[src/rtl/i2s_mic_array_receiver.sv]
// ---------------------------------------------------------------------------
// i2s_mic_array_receiver
//   I2S master receiver for n_lines SD lines, each carrying a left and a right
//   microphone. Generates SCK/WS, deserialises w_sample bits per channel (MSB
//   first, one SCK after the WS edge) and presents a whole frame through
//   valid/ready, with a sticky overrun flag.
//
//   Ports:
//     clk, rst_n      system clock, async active-low reset (sync release)
//     sck, ws         I2S bit clock / word select (0 = left, 1 = right)
//     sd[n_lines]     serial data, one bit per line
//     left, right     samples, line i at [i*w_sample +: w_sample], signed
//     valid, ready    frame handshake
//     overrun         sticky: unaccepted frame was overwritten
//     ovr_clr         clears overrun (a coincident new overrun wins)
//     peak            (I2S_MIC_ARRAY_PEAK_EN only) per-channel max |sample|
//                     since last accepted frame, packed as {right, left}
//
//   Optional feature macro: I2S_MIC_ARRAY_PEAK_EN
// ---------------------------------------------------------------------------

// Per-line deserialiser: shift registers, left hold, output and peak regs.
module i2s_mic_lane #(
   parameter int W = 24
) (
   input  logic         clk,
   input  logic         rst_n,
   input  logic         sd,
   input  logic         shift_l,
   input  logic         shift_r,
   input  logic         hold_ld,
   input  logic         load,
   input  logic         accept,
   output logic [W-1:0] left,
   output logic [W-1:0] right
`ifdef I2S_MIC_ARRAY_PEAK_EN
   ,
   output logic [W-1:0] pk_l,
   output logic [W-1:0] pk_r
`endif
);
   logic [W-1:0] sh_l, sh_r, hold;
   logic [W:0]   nxt_l, nxt_r;

   assign nxt_l = {sh_l, sd};
   assign nxt_r = {sh_r, sd};

   always_ff @(posedge clk or negedge rst_n) begin
      if (!rst_n) begin
         sh_l  <= '0;
         sh_r  <= '0;
         hold  <= '0;
         left  <= '0;
         right <= '0;
      end else begin
         if (shift_l) sh_l <= nxt_l[W-1:0];
         if (shift_r) sh_r <= nxt_r[W-1:0];
         // left is parked here so the right channel can refill the frame
         if (hold_ld) hold <= sh_l;
         if (load) begin
            left  <= hold;
            right <= sh_r;
         end
      end
   end

`ifdef I2S_MIC_ARRAY_PEAK_EN
   localparam logic [W-1:0] MIN_NEG = W'(1) << (W-1);
   localparam logic [W-1:0] MAX_POS = MIN_NEG - W'(1);

   function automatic logic [W-1:0] mag(input logic [W-1:0] v);
      if (!v[W-1])         return v;
      else if (v == MIN_NEG) return MAX_POS;
      else                 return -v;
   endfunction

   logic [W-1:0] m_l, m_r;
   assign m_l = mag(hold);
   assign m_r = mag(sh_r);

   always_ff @(posedge clk or negedge rst_n) begin
      if (!rst_n) begin
         pk_l <= '0;
         pk_r <= '0;
      end else if (load) begin
         // an accept on the load edge retires the old window
         pk_l <= (accept || m_l > pk_l) ? m_l : pk_l;
         pk_r <= (accept || m_r > pk_r) ? m_r : pk_r;
      end else if (accept) begin
         pk_l <= '0;
         pk_r <= '0;
      end
   end
`endif
endmodule

module i2s_mic_array_receiver #(
   parameter int sck_half = 4,
   parameter int w_sample = 24,
   parameter int n_lines  = 2
) (
   input  logic                          clk,
   input  logic                          rst_n,
   output logic                          sck,
   output logic                          ws,
   input  logic [n_lines-1:0]            sd,
   output logic [n_lines*w_sample-1:0]   left,
   output logic [n_lines*w_sample-1:0]   right,
   output logic                          valid,
   input  logic                          ready,
   output logic                          overrun,
   input  logic                          ovr_clr
`ifdef I2S_MIC_ARRAY_PEAK_EN
   ,
   output logic [2*n_lines*w_sample-1:0] peak
`endif
);
   if (sck_half < 2 || w_sample < 1 || w_sample > 31 || n_lines < 1) begin : g_param_err
      $error("i2s_mic_array_receiver: illegal parameter set");
   end

   localparam int DW = $clog2(sck_half);

   logic [1:0]    rst_sync;
   logic          srst_n;
   logic [DW-1:0] div;
   logic [5:0]    bit_cnt, bit_nxt;
   logic          wrap, rise, fall, ch, in_rng, p_last;
   logic          shift_l, shift_r, hold_ld, load, accept;
   logic [4:0]    p;

   // async assert, release synchronised to clk
   always_ff @(posedge clk or negedge rst_n) begin
      if (!rst_n) rst_sync <= '0;
      else        rst_sync <= {rst_sync[0], 1'b1};
   end
   assign srst_n = rst_sync[1];

   assign wrap    = (div == DW'(sck_half - 1));
   assign rise    = wrap & ~sck;
   assign fall    = wrap & sck;
   assign bit_nxt = bit_cnt + 6'd1;
   assign ch      = bit_cnt[5];
   assign p       = bit_cnt[4:0];
   assign in_rng  = (p != 5'd0) && (p <= 5'(w_sample));
   assign p_last  = (p == 5'(w_sample));
   assign shift_l = rise & ~ch & in_rng;
   assign shift_r = rise & ch & in_rng;
   assign accept  = valid & ready;

   always_ff @(posedge clk or negedge srst_n) begin
      if (!srst_n) begin
         div     <= '0;
         sck     <= 1'b0;
         bit_cnt <= '0;
         ws      <= 1'b0;
         hold_ld <= 1'b0;
         load    <= 1'b0;
         valid   <= 1'b0;
         overrun <= 1'b0;
      end else begin
         div <= wrap ? '0 : div + DW'(1);
         if (wrap) sck <= ~sck;
         // ws tracks bit_cnt[5], so it only moves on SCK falling edges
         if (fall) begin
            bit_cnt <= bit_nxt;
            ws      <= bit_nxt[5];
         end
         // load/hold fire one clk after the last bit has been shifted in
         hold_ld <= rise & ~ch & p_last;
         load    <= rise & ch & p_last;
         if (load)        valid <= 1'b1;
         else if (accept) valid <= 1'b0;
         overrun <= (load & valid & ~ready) | (overrun & ~ovr_clr);
      end
   end

`ifdef I2S_MIC_ARRAY_PEAK_EN
   logic [n_lines*w_sample-1:0] pk_l, pk_r;
   assign peak = {pk_r, pk_l};
`endif

   for (genvar i = 0; i < n_lines; i++) begin : g_lane
      i2s_mic_lane #(.W(w_sample)) u_lane (
         .clk     (clk),
         .rst_n   (srst_n),
         .sd      (sd[i]),
         .shift_l (shift_l),
         .shift_r (shift_r),
         .hold_ld (hold_ld),
         .load    (load),
         .accept  (accept),
         .left    (left[i*w_sample +: w_sample]),
         .right   (right[i*w_sample +: w_sample])
`ifdef I2S_MIC_ARRAY_PEAK_EN
         ,
         .pk_l    (pk_l[i*w_sample +: w_sample]),
         .pk_r    (pk_r[i*w_sample +: w_sample])
`endif
      );
   end
endmodule

[config.mk]
export PLATFORM = sky130hd
export DESIGN_NAME = i2s_mic_array_receiver
export DESIGN_NICKNAME = d
export VERILOG_FILES = /design/src/rtl/i2s_mic_array_receiver.sv
export SDC_FILE = /design/constraint.sdc
export NUM_CORES = 1
export LEC_CHECK = 0
export CELL_PAD_IN_SITES_DETAIL_PLACEMENT = 0
export CELL_PAD_IN_SITES_GLOBAL_PLACEMENT = 1
export CORE_ASPECT_RATIO = 0.75
export CORE_MARGIN = 2
export CORE_UTILIZATION = 40
export CTS_BUF_LIST = sky130_fd_sc_hd__clkbuf_8
export DETAILED_ROUTE_END_ITERATION = 8
export GPL_TIMING_DRIVEN = 0
export PLACE_DENSITY_LB_ADDON = 0.15
export SLEW_MARGIN = 15
export SYNTH_ARGS = -nofsm -noshare
export SYNTH_HDL_FRONTEND = slang
export SYNTH_SLANG_ARGS = --single-unit
[constraint.sdc]
create_clock -name clk -period 21.4 [get_ports clk]
set_input_delay 3.21 -clock clk [delete_from_list [all_inputs] [get_ports clk]]
set_output_delay 3.21 -clock clk [all_outputs]
set_load 0.05 [all_outputs]
# --- Word level (Yosys, flattened, before mapping) ---
# Index checks and enable logic that the tools add are counted.
word_totals:
  inputBits: 6
  register_bits: 256
  output_inout_bits: 100
op_classes:
  n_reduce_logical: 3
  n_lt_le_gt_ge: 1
  bitwise: 17
  addsub: 2
  n_eq_ne: 2
  n_mux: 3
op_table:
  columns: ["op", "n"]
  rows:
  - ["AND 1 bit", 12]
  - ["adder 6 x 1 -> 6 bit, second input constant", 1]
  - ["== test 5 bit, second input constant", 1]
  - ["less-or-equal comparator 5 bit, second input constant", 1]
  - ["nonzero test 5 bit", 1]
  - ["inverter 1 bit", 4]
  - ["adder 2 x 1 -> 2 bit, second input constant", 1]
  - ["== test 2 bit, second input constant", 1]
  - ["2-to-1 mux 1 bit", 2]
  - ["2-to-1 mux 2 bit", 1]
  - ["nonzero test 2 bit", 1]
  - ["logical AND 1 bit", 1]
  - ["OR 1 bit", 1]

# --- Longest topological paths before layout ---
# Gate-level depths: netlist of run 1.
depth:
  word_depth: 4
  mapped_depth: 7
  ltp_nobuf: 5

# --- Modules after synthesis ---
# Synthesis of run 1 repeated with hierarchy kept, for this count alone.
unflattened:
  hier_cells: 560
  hier_area_um2: 9736.8
by_module_without_submodules:
  columns: ["mod", "area_per_inst_um2", "instances", "cells_per_inst"]
  rows:
  - ["i2s_mic_lane", 4555.6, 2, 254]
  - ["i2s_mic_array_receiver", 625.6, 1, 52]

# --- Worst setup path before layout of run 1 ---
# Ideal clock, no wire load.
synth_timing:
  path_type: "reg-to-output"
  start: "register sck"
  end: "output sck"
  arrival_ns: 0.660
  t_required_ns: 18.190
  path_stages_with_launch: 1
  path_slack_ns: 17.530
  path_cell_list: "dfrtp_1"
synth_rtl:
  columns: ["element", "line", "rtl"]
  rows:
  - ["start: declaration", "104", "output logic sck,"]
  - ["start signal: assignment", "163", "if (wrap) sck <= ~sck;"]
# No word-level cell between the ends.

# --- Final worst setup path of run 1 ---
layout_timing:
  start: "register sck"
  end: "output sck"
# No word-level cell between the ends.

==> flow_metrics.env, run 1 <==
export IMPL_status="finished, final reports clean"
export IMPL_hp_class="reg -> async"
export IMPL_synthDistinctLibCells=27
export IMPL_p_int_uw=717
export IMPL_avgSynthCellArea_sq_um=17.2
export IMPL_grt_usage_pct=14.2
export IMPL_cts_htree_levels=2
export IMPL_cts_sinks=255
export IMPL_path_max_fanout=6
export IMPL_area_growth_pct=25.0
export IMPL_dp_cells=965
export IMPL_pin_count=106
export IMPL_peakVddDrop_mv=0.0493
export IMPL_vias=4943
export IMPL_slew_violations=0
export IMPL_worst_pin_slew_ns=0.658
export IMPL_drtIter0Drc=186
export IMPL_gp_congestion=0.723
export IMPL_synth_most_common_cell="dfrtp_1"
export IMPL_critPathArrivalTime_ns=1.82
export IMPL_die_area_sq_um=25200
export IMPL_p_sw_share_pct=21.6
export IMPL_final_cells=1038
export IMPL_async_flop_share_pct=100
export IMPL_crit_chain="clkdlybuf4s50_1"
export IMPL_die_w_microns=183
export IMPL_grt_remaining_overflow=0
export IMPL_cts_buffer_depth=3
export IMPL_wirelength_mm=17.1
export IMPL_antenna_found_initial=0
export IMPL_final_antenna_net_count=0
export IMPL_start_kind="register"
export IMPL_slowest_stage="clkdlybuf4s50_1"
export IMPL_fmax_mhz=199
export IMPL_clock_latency_ns=0.53
export IMPL_viasPerCell=4.76
export IMPL_worst_path_buf_inv=1
export IMPL_power_frac_seq_pct=53.2
export IMPL_synth_area_leaders="dfrtp_1 (67%), mux2_2 (26%), mux2_4 (3.1%)"
export IMPL_tns_ns=0
export IMPL_syn_cell_area_sq_um=9560
export IMPL_cts_inserted_buffers=41
export IMPL_routedWlPerCell_microns=16.5
export IMPL_drc_errors=0
export IMPL_slew_headroom_pct=56.1
export IMPL_start_util_pct=41.1
export IMPL_fin_crit_ns=5.03
export IMPL_path_clk_slew_ns=0.06
export IMPL_path_delay_family="buffers and inverters"
export IMPL_num_fill_cells=1939
export IMPL_power_clock_fraction_pct=45.4
export IMPL_ctsHoldBuffers=0
export IMPL_layout_drive_gt1_share_pct=43.0
export IMPL_cap_violations=0
export IMPL_p_comb_share_pct=1.4
export IMPL_nNetsFinal=717
export IMPL_rows=48
export IMPL_insertedDiodeCount=0
export IMPL_ys_seq_area_share_pct=66.7
export IMPL_cp_end_kind="output port"
export IMPL_syn_nets=564
export IMPL_syn_inst=555
export IMPL_grt_start_max_net_pins=55
export IMPL_grt_first_pass_wirelength_mm=28.3
export IMPL_ctsResizeCount=0
export IMPL_yosys_warnings=0
export IMPL_period_share_pct=23.5
export IMPL_rsz0062_at_grt="no"
export IMPL_cts_tree="done"
export IMPL_crit_required_ns=18.19
export IMPL_yosysTopAreaCellShare_pct=66.7
export IMPL_pwr_density_cell_nw_per_um2=76.5
export IMPL_die_y_microns=138
export IMPL_yosys_most_used_dff="dfrtp_1"
export IMPL_dr_pass1_iters=4
export IMPL_cts_root_buf="clkbuf_8"
export IMPL_synth_edf_count=0
export IMPL_post_cts_buffers=0
export IMPL_coreArea_sq_um=23200
export IMPL_grt_pass1_vias=5334
export IMPL_hold_viol=0
export IMPL_setup_violations_final=0
export IMPL_slowest_delay_ns=0.85
export IMPL_total_power_uw=915
export IMPL_criticalPathCategory="reg -> out"
export IMPL_netSwitchingPower_uw=197
export IMPL_final_util_pct=51.4
export IMPL_io_buffers=105
export IMPL_place_hpwl_mm=11.4
export IMPL_leakage_nw=5.93
export IMPL_synthTopCellsByCount="dfrtp_1 (255), mux2_2 (217), mux2_4 (20), clkbuf_1 (13)"
export IMPL_yosysTopAreaCell="dfrtp_1"
export IMPL_synth_seq_cells=255
export IMPL_finClkSkew_ns=0.0159
[layout by cell type, fill, tap and decap left out, types with 4 or more instances in the layout]
cell,Yosys,final
inv_1,5,18
mux2_2,217,217
xnor2_1,5,5
mux2_1,4,4
clkbuf_1,13,13
buf_2,5,5
clkbuf_8,0,55
clkdlybuf4s50_1,0,105
mux2_4,20,20
dfrtp_1,255,254
[cells by family (layout without fill, tap and decap cells)]
family,count (synthesis),after routing,synth area share [%]
AND/OR/NAND/NOR,14,14,0.916
AO/OA/AOI/OAI,4,4,0.589
other,1,1,0.0392
adder cells (fa/ha/maj),3,3,0.393
flip-flops,255,255,66.7
multiplexers,241,241,29.2
buffers and inverters,31,214,1.64
XOR/XNOR,6,6,0.549
[worst paths after layout]
path                             start                         end  slack (ns)  cells after the start
hold / removal             rst_sync[1]  g_lane[1].u_lane.right[13]        0.33                      0
hold reg to reg            rst_sync[1]  g_lane[1].u_lane.right[13]        0.33                      0
min in group clk           rst_sync[0]                 rst_sync[1]        0.35                      0
setup / recovery                   sck                         sck       16.37                      1
setup reg to reg            bit_cnt[0]    g_lane[0].u_lane.sh_r[7]       19.18                      7
max in group asynchronous        rst_n                 rst_sync[1]       18.41                      1
[stage by stage]
step           area [sq um]  hold WS [ns]  setup slack, ns
2_1_floorplan          9560         0.331            13.77
3_3_place_gp          11000         0.338            11.21
3_5_place_dp          11100         0.346            16.90
4_1_cts               12000         0.359            16.31
5_1_grt               12000         0.376            16.25
6_report              12000         0.335            16.37
[layer usage]
layer | vias up | global-route usage [%] | wire length (microns)
li1 | 2268 | - | -
met1 | 2552 | 20.3 | 8390
met2 | 93 | 21.2 | 7670
met3 | 30 | 3.68 | 712
met4 | 0 | 5.11 | 330
met5 | - | 0 | 0
[final cells by class]
cell class / count / area, sq um / share of cell area, %
clock inverters: 18 / 80.1 / 0.670
clock buffers: 55 / 757 / 6.33
repair buffers: 110 / 1170 / 9.82
well taps: 300 / 375 / 3.14
flip-flops and latches: 255 / 6380 / 53.4
plain buffers: 26 / 138 / 1.15
inverters: 5 / 18.8 / 0.157
multi-input cells: 269 / 3030 / 25.3
[sequential cells by signal (all words and copies together), names as in the netlist, 2 cells and up]
name                 count
g_lane.u_lane.left      48
div                      2
g_lane.u_lane.hold      48
g_lane.u_lane.right     48
g_lane.u_lane.sh_r      48
rst_sync                 2
bit_cnt                  5
g_lane.u_lane.sh_l      48
[power by group through the flow]
stage	registers [mW]	logic (mW)	clock network (mW)
2_1_floorplan	0.500	0.00151	0
3_3_place_gp	0.503	0.00268	0
3_5_place_dp	0.495	0.0136	0
4_1_cts	0.486	0.0136	0.432
5_1_grt	0.487	0.0150	0.456
6_report	0.486	0.0127	0.415
No activity file was read; power rests on OpenSTA's default activity.
==> inputs of run 2 (changes only) <==
clock period = 5 ns   (was 21.4 ns; I/O delays follow)
==> run 2 against run 1 <==
Against the previous run: flip-flop and latch count is the same; worst hold slack lost 0.059 ns; worst setup slack lost 14 ns; global-route usage shrank 0.31 points; utilization grew 0.11 points; clock power grew to 4.4 times the previous value; clock skew shrank 0.0033 ns; critical path type unchanged; critical endpoint unchanged; largest cell class unchanged.
==> flow_metrics.env, run 2 (same netlist as run 1, synthesis figures left out) <==
export IMPL_vias=4962
export IMPL_rsz0062_at_grt="no"
export IMPL_path_max_fanout=6
export IMPL_cts_inserted_buffers=41
export IMPL_setup_violations_final=0
export IMPL_num_fill_cells=1955
export IMPL_netSwitchingPower_uw=835
export IMPL_cap_violations=0
export IMPL_cts_tree="done"
export IMPL_worst_pin_slew_ns=0.653
export IMPL_critPathArrivalTime_ns=1.82
export IMPL_fin_area_sq_um=12000
export IMPL_pwr_density_cell_nw_per_um2=331
export IMPL_die_y_microns=138
export IMPL_p_int_mw=3.13
export IMPL_pin_count=106
export IMPL_grt_start_max_net_pins=63
export IMPL_dp_cells=964
export IMPL_cts_sinks=255
export IMPL_multi_input_area_sq_um=3030
export IMPL_area_growth_pct=25.3
export IMPL_most_common_layout_cells="dfrtp_1 (254), mux2_2 (217), clkdlybuf4s50_1 (105)"
export IMPL_hold_viol=0
export IMPL_rows=48
export IMPL_ctsHoldBuffers=0
export IMPL_crit_chain="clkdlybuf4s50_1"
export IMPL_post_cts_buffers=0
export IMPL_start_util_pct=41.1
export IMPL_power_clock_fraction_pct=46.1
export IMPL_coreArea_sq_um=23200
export IMPL_drtIter0Drc=246
export IMPL_layout_drive_gt1_share_pct=43.2
export IMPL_grt_pass1_vias=5202
export IMPL_p_sw_share_pct=21.1
export IMPL_leakage_nw=5.94
export IMPL_nNetsFinal=716
export IMPL_area_sequential_sq_um=6380
export IMPL_dr_pass1_iters=4
export IMPL_crit_start="sck"
export IMPL_worst_path_buf_inv=1
export IMPL_timing_rr_start="bit_cnt[0]"
export IMPL_power_frac_seq_pct=52.5
export IMPL_fmax_mhz=390
export IMPL_place_hpwl_mm=11.1
export IMPL_antenna_found_initial=0
export IMPL_cts_buffer_depth=3
export IMPL_die_w_microns=183
export IMPL_final_cells=1038
export IMPL_fin_hold_ws_ns=0.275
export IMPL_grt_usage_pct=13.9
export IMPL_slowest_delay_ns=0.86
export IMPL_slew_headroom_pct=56.5
export IMPL_clock_latency_ns=0.52
export IMPL_cts_root_buf="clkbuf_8"
export IMPL_period_share_pct=51.3
export IMPL_p_comb_share_pct=1.4
export IMPL_gp_congestion=0.700
export IMPL_path_delay_family="buffers and inverters"
export IMPL_ctsResizeCount=0
export IMPL_hp_class="reg -> async"
export IMPL_wirelength_mm=16.8
export IMPL_place_area_sq_um=11100
export IMPL_viasPerCell=4.78
export IMPL_insertedDiodeCount=0
export IMPL_final_antenna_net_count=0
export IMPL_fin_crit_ns=2.57
export IMPL_grt_remaining_overflow=0
export IMPL_criticalPathCategory="reg -> out"
export IMPL_routedWlPerCell_microns=16.2
export IMPL_grt_first_pass_wirelength_mm=27.9
export IMPL_start_kind="register"
export IMPL_drc_errors=0
export IMPL_slew_violations=0
export IMPL_io_buffers=105
export IMPL_finClkSkew_ns=0.0126
export IMPL_cts_htree_levels=2
export IMPL_path_clk_slew_ns=0.06
export IMPL_final_common_cell="dfrtp_1"
export IMPL_die_area_sq_um=25200
export IMPL_peakVddDrop_mv=0.173
export IMPL_crit_required_ns=4.25
export IMPL_cp_end_kind="output port"
export IMPL_slowest_stage="clkdlybuf4s50_1"
export IMPL_status="finished, final reports clean"
-- run 2: cell count changes in the layout (fill, tap and decap cells not counted) --
cell,previous run,this run
clkinv_4,1,0
inv_1,18,16
buf_16,3,4
clkbuf_8,55,59
buf_12,2,0
-- run 2: worst paths after layout --
kind	slack, ns	to	cells after the start
max in group asynchronous	3.73	g_lane[1].u_lane.left[13]	2
setup reg to reg	2.76	g_lane[0].u_lane.sh_r[6]	7
setup / recovery	2.43	sck	1
hold reg to reg	0.28	g_lane[1].u_lane.sh_r[12]	0
hold / removal	0.28	g_lane[1].u_lane.sh_r[12]	0
min in group clk	0.35	rst_sync[1]	0
-- run 2: layout make-up --
type	count	share of cell area, %
repair buffers	109	9.69
clock buffers	59	6.78
multi-input cells	269	25.3
inverters	5	0.157
plain buffers	26	1.15
clock inverters	15	0.533
flip-flops and latches	255	53.3
well taps	300	3.13
-- run 2: power groups by stage --
stage	combinational [mW]	sequential, mW	clock, mW
floorplan	0.00647	2.14	0
global placement	0.0114	2.15	0
detailed placement	0.0588	2.12	0
CTS	0.0588	2.08	1.90
global route	0.0652	2.08	2.00
finish	0.0552	2.08	1.83
-- run 2: metal layers --
layer | share of wire (%) | track usage (%)
met3 | 5.0 | 3.70
met2 | 46 | 20.6
met5 | 0 | 0
met4 | 1.8 | 4.93
met1 | 48 | 19.9
-- run 2: through the flow --
| stage | setup WS (ns) | util (%) | TNS (ns) | power (mW) |
|---|---|---|---|---|
| after CTS | 2.38 | 51.5 | 0 | 4.04 |
| after global placement | -0.562 | 47.3 | -135.52 | 2.16 |
| final | 2.43 | 51.5 | 0 | 3.96 |
| after floorplan | 0.816 | - | 0 | 2.15 |
| after global routing | 2.33 | 51.5 | 0 | 4.15 |
| after detailed placement | 2.74 | 47.8 | 0 | 2.18 |
==> inputs of run 3 (changes only) <==
clock period = 2.63 ns   (was 5 ns; I/O delays follow)
==> run 3 against run 2 <==
Against the previous run: total power up 85%; critical path depth up 6; register-to-register slack worse by 2.4 ns; highest routed layer unchanged; routed wire length rose by 1.5%; largest power group unchanged; utilization shrank 0.31 points; first-iteration DRC count down 14%; worst hold slack lost 0.23 ns; sequential power rose by 90%; combinational power increased by 92%; clock skew increased by 0.0030 ns; global-route usage increased by 0.25 points.
==> flow_metrics.env, run 3 (same netlist as run 1, synthesis figures left out) <==
export IMPL_rows=48
export IMPL_pwr_density_cell_nw_per_um2=616
export IMPL_cts_buffer_depth=3
export IMPL_antenna_found_initial=0
export IMPL_grt_remaining_overflow=0
export IMPL_pin_count=106
export IMPL_dr_pass1_iters=2
export IMPL_layout_drive_gt1_share_pct=42.6
export IMPL_gp_congestion=0.718
export IMPL_cts_inserted_buffers=41
export IMPL_r2r_cells=7
export IMPL_vias=4976
export IMPL_cp_end_kind="register"
export IMPL_fmax_mhz=440
export IMPL_path_clk_slew_ns=0.06
export IMPL_final_util_pct=51.2
export IMPL_path_max_fanout=10
export IMPL_worst_pin_slew_ns=0.631
export IMPL_num_fill_cells=1957
export IMPL_grt_start_max_net_pins=64
export IMPL_viasPerCell=4.81
export IMPL_finClkSkew_ns=0.0156
export IMPL_drtIter0Drc=212
export IMPL_grt_usage_pct=14.2
export IMPL_grt_first_pass_wirelength_mm=28.3
export IMPL_place_hpwl_mm=11.2
export IMPL_setup_ws_ns=0.359
export IMPL_slew_violations=0
export IMPL_hold_viol=0
export IMPL_start_kind="register"
export IMPL_final_common_cell="dfrtp_1"
export IMPL_clock_latency_ns=0.53
export IMPL_die_y_microns=138
export IMPL_start_util_pct=41.1
export IMPL_post_cts_buffers=0
export IMPL_final_antenna_net_count=0
export IMPL_coreArea_sq_um=23200
export IMPL_fin_crit_ns=2.27
export IMPL_criticalPathCategory="reg -> reg"
export IMPL_wirelength_mm=17.0
export IMPL_grt_pass1_vias=5400
export IMPL_leakage_nw=5.92
export IMPL_cap_violations=0
export IMPL_setup_violations_final=0
export IMPL_cts_htree_levels=2
export IMPL_insertedDiodeCount=0
export IMPL_dp_worst_setup_slack_ns=0.382
export IMPL_rsz0062_at_grt="no"
export IMPL_die_w_microns=183
export IMPL_slew_headroom_pct=57.9
export IMPL_period_share_pct=86.3
export IMPL_die_area_sq_um=25200
export IMPL_hp_class="in -> async"
export IMPL_drc_errors=0
export IMPL_area_growth_pct=24.5
export IMPL_peakVddDrop_mv=0.301
export IMPL_status="finished, final reports clean"
export IMPL_routedWlPerCell_microns=16.5
export IMPL_cts_tree="done"
export IMPL_ctsHoldBuffers=0
export IMPL_nNetsFinal=716
export IMPL_crit_required_ns=3.03
export IMPL_most_common_layout_cells="dfrtp_1 (254), mux2_2 (217), clkdlybuf4s50_1 (105)"
export IMPL_critPathArrivalTime_ns=2.67
export IMPL_cts_root_buf="clkbuf_8"
export IMPL_io_buffers=105
export IMPL_cts_sinks=255
export IMPL_ctsResizeCount=0
==> run 3: path summary, 6_finish.rpt <==
| path | startpoint | end | slack, ns |
|---|---|---|---|
| setup / recovery | bit_cnt[0] | g_lane[0].u_lane.sh_r[14] | 0.36 |
| hold / removal | rst_n | rst_sync[1] | 0.04 |
| setup reg to reg | bit_cnt[0] | g_lane[0].u_lane.sh_r[14] | 0.36 |
| hold reg to reg | rst_sync[1] | g_lane[1].u_lane.right[12] | 0.22 |
| max in group asynchronous | rst_sync[1] | g_lane[1].u_lane.left[9] | 1.49 |
| min in group clk | rst_sync[0] | rst_sync[1] | 0.36 |
==> run 3: through the flow <==
stage               total power, mW  setup TNS, ns  cells  hold slack (ns)  instance area, sq um
detailed placement             4.14              0    964            0.244                 11100
CTS                            7.49              0   1035          0.00434                 11900
finish                         7.34              0   1035           0.0411                 11900
floorplan                      4.08              0    555           0.0989                  9570
global route                   7.68              0   1035          0.00634                 11900
global placement               4.11        -187.67    960            0.342                 11000
==> run 3: power breakdown <==
group	internal [mW]	switching (mW)	total [mW]
sequential	3.94	0.0158	3.95
clock	1.80	1.48	3.28
combinational	0.0334	0.0727	0.106
total	5.77	1.57	7.34
==> run 3: worst max-delay path, stage by stage, from the launching register on <==
cell       delay, ns
dfrtp_1         0.42
inv_1           0.07
ha_1            0.22
nor4b_2         0.19
a2111oi_4       0.41
buf_4           0.26
buf_4           0.21
mux2_2          0.35
==> run 3: area by class of cell <==
class	instances	area, sq um	area share, %
Inverter	5	18.8	0.158
Tap cell	300	375	3.15
Clock inverter	18	75.1	0.630
Timing Repair Buffer	109	1160	9.75
Buffer	26	138	1.16
Multi-Input combinational cell	269	3030	25.4
Sequential cell	255	6380	53.6
Clock buffer	53	729	6.13
==> run 3: routing by layer <==
metal / global-route usage [%] / part of all wire (%)
met1: 19.8 / 48
met2: 21.7 / 45
met3: 3.57 / 4.7
met4: 5.20 / 2.4
met5: 0 / 0
